==> src/rtl/gcd_pkg.sv <==
// gcd_pkg: shared types and defaults for the GCD engine.
//   gcd_state_e    : controller states, fetch A, fetch B, compute, present
//   DATA_WIDTH_DEF : default operand/result width (matches the operand FIFO)
package gcd_pkg;

    typedef enum logic [2:0] {
        REQ_A,
        CAP_A,
        REQ_B,
        CAP_B,
        CALC,
        DONE
    } gcd_state_e;

    localparam int DATA_WIDTH_DEF = 4;

endpackage

==> src/rtl/gcd_datapath.sv <==
// gcd_datapath: operand registers and the subtractive Euclid step.
//   clk_i, rst_ni : clock, asynchronous active-low reset
//   i_load_a      : capture i_data into A
//   i_load_b      : capture i_data into B
//   i_step        : perform one Euclid step (or finish if terminal)
//   i_data        : operand word from the FIFO read port
//   o_done        : current A/B is terminal; the step this cycle writes the result
//   o_result      : last computed GCD, held until the next one finishes
module gcd_datapath
    import gcd_pkg::*;
#(
    parameter int DATA_WIDTH = DATA_WIDTH_DEF
) (
    input  logic                  clk_i,
    input  logic                  rst_ni,
    input  logic                  i_load_a,
    input  logic                  i_load_b,
    input  logic                  i_step,
    input  logic [DATA_WIDTH-1:0] i_data,
    output logic                  o_done,
    output logic [DATA_WIDTH-1:0] o_result
);

    logic [DATA_WIDTH-1:0] r_a;
    logic [DATA_WIDTH-1:0] r_b;
    logic [DATA_WIDTH-1:0] r_result;

    logic                  w_a_zero;
    logic                  w_b_zero;
    logic                  w_equal;
    logic                  w_a_gt_b;
    logic [DATA_WIDTH-1:0] w_final;

    assign w_a_zero = (r_a == '0);
    assign w_b_zero = (r_b == '0);
    assign w_equal  = (r_a == r_b);
    assign w_a_gt_b = (r_a > r_b);

    // A zero operand makes the other one the answer; equal operands are the answer.
    assign o_done  = w_b_zero | w_a_zero | w_equal;
    assign w_final = w_b_zero ? r_a : (w_a_zero ? r_b : r_a);

    always_ff @(posedge clk_i or negedge rst_ni) begin
        if (!rst_ni) begin
            r_a      <= '0;
            r_b      <= '0;
            r_result <= '0;
        end else begin
            if (i_load_a) begin
                r_a <= i_data;
            end
            if (i_load_b) begin
                r_b <= i_data;
            end
            if (i_step) begin
                if (o_done) begin
                    r_result <= w_final;
                end else if (w_a_gt_b) begin
                    r_a <= r_a - r_b;
                end else begin
                    r_b <= r_b - r_a;
                end
            end
        end
    end

    assign o_result = r_result;

endmodule

==> src/rtl/gcd_engine.sv <==
// gcd_engine: pops operand pairs (A then B) from a FIFO, computes GCD by
// repeated subtraction and offers the result on a valid/ready port.
//   clk_i, rst_ni  : clock, asynchronous active-low reset
//   fifo_empty_i   : FIFO empty flag
//   fifo_rd_en_o   : FIFO pop request
//   fifo_data_i    : FIFO read data, valid the cycle after a pop
//   result_o       : GCD result, held after the handshake
//   result_valid_o : result available
//   result_ready_i : downstream accepts result
//   busy_o         : engine is not idle waiting for operand A
//
// state | meaning
// REQ_A | pop operand A as soon as the FIFO is non-empty
// CAP_A | FIFO data for A arrives, load A
// REQ_B | pop operand B as soon as the FIFO is non-empty
// CAP_B | FIFO data for B arrives, load B
// CALC  | one subtraction step per cycle until terminal
// DONE  | present result, wait for result_ready_i
module gcd_engine
    import gcd_pkg::*;
#(
    parameter int DATA_WIDTH = DATA_WIDTH_DEF
) (
    input  logic                  clk_i,
    input  logic                  rst_ni,
    input  logic                  fifo_empty_i,
    output logic                  fifo_rd_en_o,
    input  logic [DATA_WIDTH-1:0] fifo_data_i,
    output logic [DATA_WIDTH-1:0] result_o,
    output logic                  result_valid_o,
    input  logic                  result_ready_i,
    output logic                  busy_o
);

    gcd_state_e r_state;
    gcd_state_e w_state_next;

    logic w_pop;
    logic w_load_a;
    logic w_load_b;
    logic w_step;
    logic w_valid;
    logic w_done;

    always_ff @(posedge clk_i or negedge rst_ni) begin
        if (!rst_ni) begin
            r_state <= REQ_A;
        end else begin
            r_state <= w_state_next;
        end
    end

    always_comb begin
        w_state_next = r_state;
        w_pop        = 1'b0;
        w_load_a     = 1'b0;
        w_load_b     = 1'b0;
        w_step       = 1'b0;
        w_valid      = 1'b0;
        case (r_state)
            REQ_A: begin
                if (!fifo_empty_i) begin
                    w_pop        = 1'b1;
                    w_state_next = CAP_A;
                end
            end
            CAP_A: begin
                w_load_a     = 1'b1;
                w_state_next = REQ_B;
            end
            REQ_B: begin
                if (!fifo_empty_i) begin
                    w_pop        = 1'b1;
                    w_state_next = CAP_B;
                end
            end
            CAP_B: begin
                w_load_b     = 1'b1;
                w_state_next = CALC;
            end
            CALC: begin
                w_step = 1'b1;
                if (w_done) begin
                    w_state_next = DONE;
                end
            end
            DONE: begin
                w_valid = 1'b1;
                if (result_ready_i) begin
                    w_state_next = REQ_A;
                end
            end
            default: begin
                w_state_next = REQ_A;
            end
        endcase
    end

    // The state register sits at REQ_A throughout reset, so the pop request
    // must be masked by the reset itself or the FIFO would drain during reset.
    assign fifo_rd_en_o   = w_pop & rst_ni;
    assign result_valid_o = w_valid;
    assign busy_o         = (r_state != REQ_A);

    gcd_datapath #(
        .DATA_WIDTH (DATA_WIDTH)
    ) u_datapath (
        .clk_i    (clk_i),
        .rst_ni   (rst_ni),
        .i_load_a (w_load_a),
        .i_load_b (w_load_b),
        .i_step   (w_step),
        .i_data   (fifo_data_i),
        .o_done   (w_done),
        .o_result (result_o)
    );

endmodule

==> config.mk <==
export PLATFORM = sky130hd
export DESIGN_NAME = gcd_engine
export DESIGN_NICKNAME = d
export VERILOG_FILES = /design/src/rtl/gcd_pkg.sv /design/src/rtl/gcd_datapath.sv /design/src/rtl/gcd_engine.sv
export SDC_FILE = /design/constraint.sdc
export NUM_CORES = 1
export LEC_CHECK = 0
export ABC_AREA = 1
export BUFFER_PORTS_ARGS = -buffer_cell sky130_fd_sc_hd__buf_2
export CORE_MARGIN = 10
export CORE_UTILIZATION = 47
export CTS_CLUSTER_DIAMETER = 120
export DETAILED_ROUTE_END_ITERATION = 10
export GPL_TIMING_DRIVEN = 0
export PLACE_DENSITY = 0.65
export SYNTH_ARGS = -nofsm -noshare
export SYNTH_HDL_FRONTEND = slang
export SYNTH_SLANG_ARGS = --single-unit
export TNS_END_PERCENT = 10
==> constraint.sdc <==
create_clock -name clk_i -period 2.35 [get_ports clk_i]
set_clock_uncertainty 0.1 [all_clocks]
set_input_delay 0.3525 -clock clk_i [delete_from_list [all_inputs] [get_ports clk_i]]
set_output_delay 0.3525 -clock clk_i [all_outputs]
set_load 0.005 [all_outputs]
==> flow_metrics.env <==
export IMPL_dp_hpwl_um=2180
export IMPL_synth_top_cell_by_area="sky130_fd_sc_hd__dfrtp_1"
export IMPL_timing_critical_path_from_type="input pin"
export IMPL_synth_async_reset_ratio_pct=100
export IMPL_max_cap_violations=0
export IMPL_static_leakage_power_uw=0.000757
export IMPL_route_vias_total=1064
export IMPL_synth_cells_most_frequent="sky130_fd_sc_hd__nand2_1, sky130_fd_sc_hd__inv_1, sky130_fd_sc_hd__dfrtp_1"
export IMPL_ff2ff_setup_slack_ns=0.43
export IMPL_cts_buffers_inserted=3
export IMPL_synth_yosys_warnings=0
export IMPL_end_of_the_worst_hold_path="r_state[0]"
export IMPL_totalNegativeSetupSlack_ns=0
export IMPL_area_growth_pct=11.9
export IMPL_grt_total_usage_pct=10.9
export IMPL_yosys_cell_count_top_type="sky130_fd_sc_hd__nand2_1"
export IMPL_mappedNetlistNets=172
export IMPL_tritoncts="done"
export IMPL_gp_congestion=0.914
export IMPL_clock_tree_buffer_depth=2
export IMPL_gr_total_overflow=0
export IMPL_final_core_util_pct=55.0
export IMPL_avgRoutedWirePerCell_um=13.1
export IMPL_post_synth_cell_area_avg_um2=7.78
export IMPL_power_per_cell_area_nw_per_um2=1610
export IMPL_post_detailed_route_count_of_antenna_violating_nets=0
export IMPL_h_tree_level_count=1
export IMPL_worstSkewPairLatency_ns=0.29
export IMPL_slew_headroom_pct=75.7
export IMPL_chipHeight_um=70.7
export IMPL_synth_seq_cells=15
export IMPL_grt_setup_unrepaired="false"
export IMPL_floorplan_rows=18
export IMPL_synth_cell_area_um2=1210
export IMPL_final_seq_area_um2=375
export IMPL_drc=0
export IMPL_cp_end_kind="output pin"
export IMPL_clk_transition_reported_paths_ns=0.09
export IMPL_outcome="finished, final reports clean"
export IMPL_number_of_instances_in_the_synthesized_netlist=155
export IMPL_min_from="result_ready_i"
export IMPL_n_fill_cell=231
export IMPL_start_util_pct=49.1
export IMPL_routed_wl_um=2680
export IMPL_top_level_ports=15
export IMPL_worst_pin_slew_ns=0.364
export IMPL_drtPass1Iterations=4
export IMPL_setup_worst_path_class="input pin to output pin"
export IMPL_worst_ir_drop_vdd_mv=0.947
export IMPL_design_die_area_um2=4990
export IMPL_cts_setup_buffers=0
export IMPL_grt_max_degree=17
export IMPL_nets=192
export IMPL_crit_arrival_ns=1.50
export IMPL_postSynth_topFlopCell="sky130_fd_sc_hd__dfrtp_1"
export IMPL_period_minus_ws_final_ns=1.95
export IMPL_worstHoldPathCells=4
export IMPL_final_hold_fails=0
export IMPL_timing_final_setup_violations=0
export IMPL_initial_antenna_violation_count=0
export IMPL_core_area_um2=2450
export IMPL_seq_area_frac_synth_pct=31.1
export IMPL_finalMaxSlewViolations=0
export IMPL_antenna_cells=0
export IMPL_worstHoldPathType="input pin to flop"
export IMPL_grt_first_pass_wirelength_um=4680
export IMPL_yosysTopAreaCellShare_pct=31.1
export IMPL_max_freq_mhz=513
export IMPL_synth_enable_flop_cells=0
export IMPL_routed_via_density=5.22
export IMPL_drtIter0Drc=52
export IMPL_cts_root_buf="sky130_fd_sc_hd__clkbuf_4"
export IMPL_netlist_top_cells_area="sky130_fd_sc_hd__dfrtp_1, sky130_fd_sc_hd__nand2_1, sky130_fd_sc_hd__ha_1"
export IMPL_die_width_um=70.7
export IMPL_numClockSinks=15
export IMPL_reg2reg_depth=9
export IMPL_worst_ep_required_time_ns=1.90
export IMPL_multi_input_comb_area_um2=724
export IMPL_vias_in_the_first_global_route=1082
export IMPL_worst_r2r_startpoint="u_datapath.r_a[0]"
export IMPL_share_of_cells_above_drive_strength_1_pct=24.7
export IMPL_final_min_period_over_clock_period_pct=83.0
export IMPL_worstPathMaxFanout=16
export IMPL_place_port_buffers=14
export IMPL_netlist_cell_type_count=26
export IMPL_critical_path_reg2reg_endpoint="u_datapath.r_a[2]"
## cell families after synthesis
kind of cell / count (synthesis) / synth area share (%)
AND/OR/NAND/NOR: 81 / 37.9
buffers and inverters: 25 / 8.82
AO/OA/AOI/OAI: 23 / 10.2
flip-flops: 15 / 31.1
adder cells (fa/ha/maj): 9 / 10.6
XOR/XNOR: 2 / 1.45
## where the power goes
group,switching (uW),total (uW),leakage [uW],internal (uW)
clock network,87.0,153,0.0000150,66.0
logic,924,1490,0.000556,568
registers,145,527,0.000185,382
total,1160,2170,0.000757,1020
## worst max-delay path by stage
stage                                 start                 to  slack, ns  depth (start not counted)
after global placement    u_datapath.r_a[0]  u_datapath.r_a[2]       0.48                          9
final                                rst_ni       fifo_rd_en_o       0.40                          5
after floorplan           u_datapath.r_a[0]  u_datapath.r_a[2]       0.63                          9
after detailed placement  u_datapath.r_a[0]  u_datapath.r_a[2]       0.45                          9
after CTS                            rst_ni       fifo_rd_en_o       0.37                          5
after global routing                 rst_ni       fifo_rd_en_o       0.25                          5
## registers in the layout (all words and copies together) (netlist names)
register,count
r_state,3
u_datapath.o_result,4
u_datapath.r_a,4
u_datapath.r_b,4
## placed cells by master, fill, tap and decap left out
master	count
sky130_fd_sc_hd__nand2_4	4
sky130_fd_sc_hd__ha_1	7
sky130_fd_sc_hd__dlygate4sd3_1	1
sky130_fd_sc_hd__inv_4	2
sky130_fd_sc_hd__clkbuf_1	1
sky130_fd_sc_hd__clkbuf_4	3
sky130_fd_sc_hd__inv_1	18
sky130_fd_sc_hd__nand3_2	1
sky130_fd_sc_hd__nand4_2	1
sky130_fd_sc_hd__buf_2	14
sky130_fd_sc_hd__nand4_1	1
sky130_fd_sc_hd__nor2_1	8
sky130_fd_sc_hd__nor2_8	1
sky130_fd_sc_hd__fa_1	2
sky130_fd_sc_hd__xor2_1	2
sky130_fd_sc_hd__dfrtp_1	15
sky130_fd_sc_hd__nand3_4	3
sky130_fd_sc_hd__o211ai_1	2
sky130_fd_sc_hd__nand3_1	9
sky130_fd_sc_hd__nand2_2	3
sky130_fd_sc_hd__a21oi_1	4
sky130_fd_sc_hd__nor2_4	2
sky130_fd_sc_hd__o21ai_1	9
sky130_fd_sc_hd__inv_2	4
sky130_fd_sc_hd__nand2_1	44
sky130_fd_sc_hd__buf_6	1
sky130_fd_sc_hd__a21o_1	1
sky130_fd_sc_hd__o21ai_0	7
sky130_fd_sc_hd__nor2_2	3
sky130_fd_sc_hd__nor3_2	1
## critical path, stage by stage
cell and delay (ns):
sky130_fd_sc_hd__dlygate4sd3_1 0.52, sky130_fd_sc_hd__buf_2 0.33, sky130_fd_sc_hd__nand2_1 0.09, sky130_fd_sc_hd__nor2_1 0.08, sky130_fd_sc_hd__buf_2 0.11
## what timing repair did
action	in CTS	in global routing
hold endpoints to repair	15	0
resized for setup	0	0
hold buffers	1	0
## area by class of cell
cell class / count / share of cell area, %
Buffer: 1 / 0.834
Inverter: 24 / 7.04
Sequential cell: 15 / 27.8
Tap cell: 30 / 2.78
Timing Repair Buffer: 15 / 5.93
Multi-Input combinational cell: 115 / 53.7
Clock buffer: 4 / 1.95
## per-layer routing
layer,up-vias,wire (um),track usage (%)
li1,534,-,-
met1,496,1150,12.9
met2,28,1340,18.4
met3,6,135,1.67
met4,0,49,5.81
met5,-,0,0
## metrics by stage
step	total power [uW]	instance area [um2]	cells	setup slack (ns)	hold WS, ns
2_1_floorplan	1700	1210	155	0.633	-0.0431
6_report	2170	1350	204	0.401	0.258
5_1_grt	2400	1350	204	0.252	0.283
3_3_place_gp	1980	1310	199	0.483	0.179
4_1_cts	2200	1350	204	0.368	0.258
3_5_place_dp	2030	1310	199	0.445	0.188
Power figures use the tool's default switching activity.
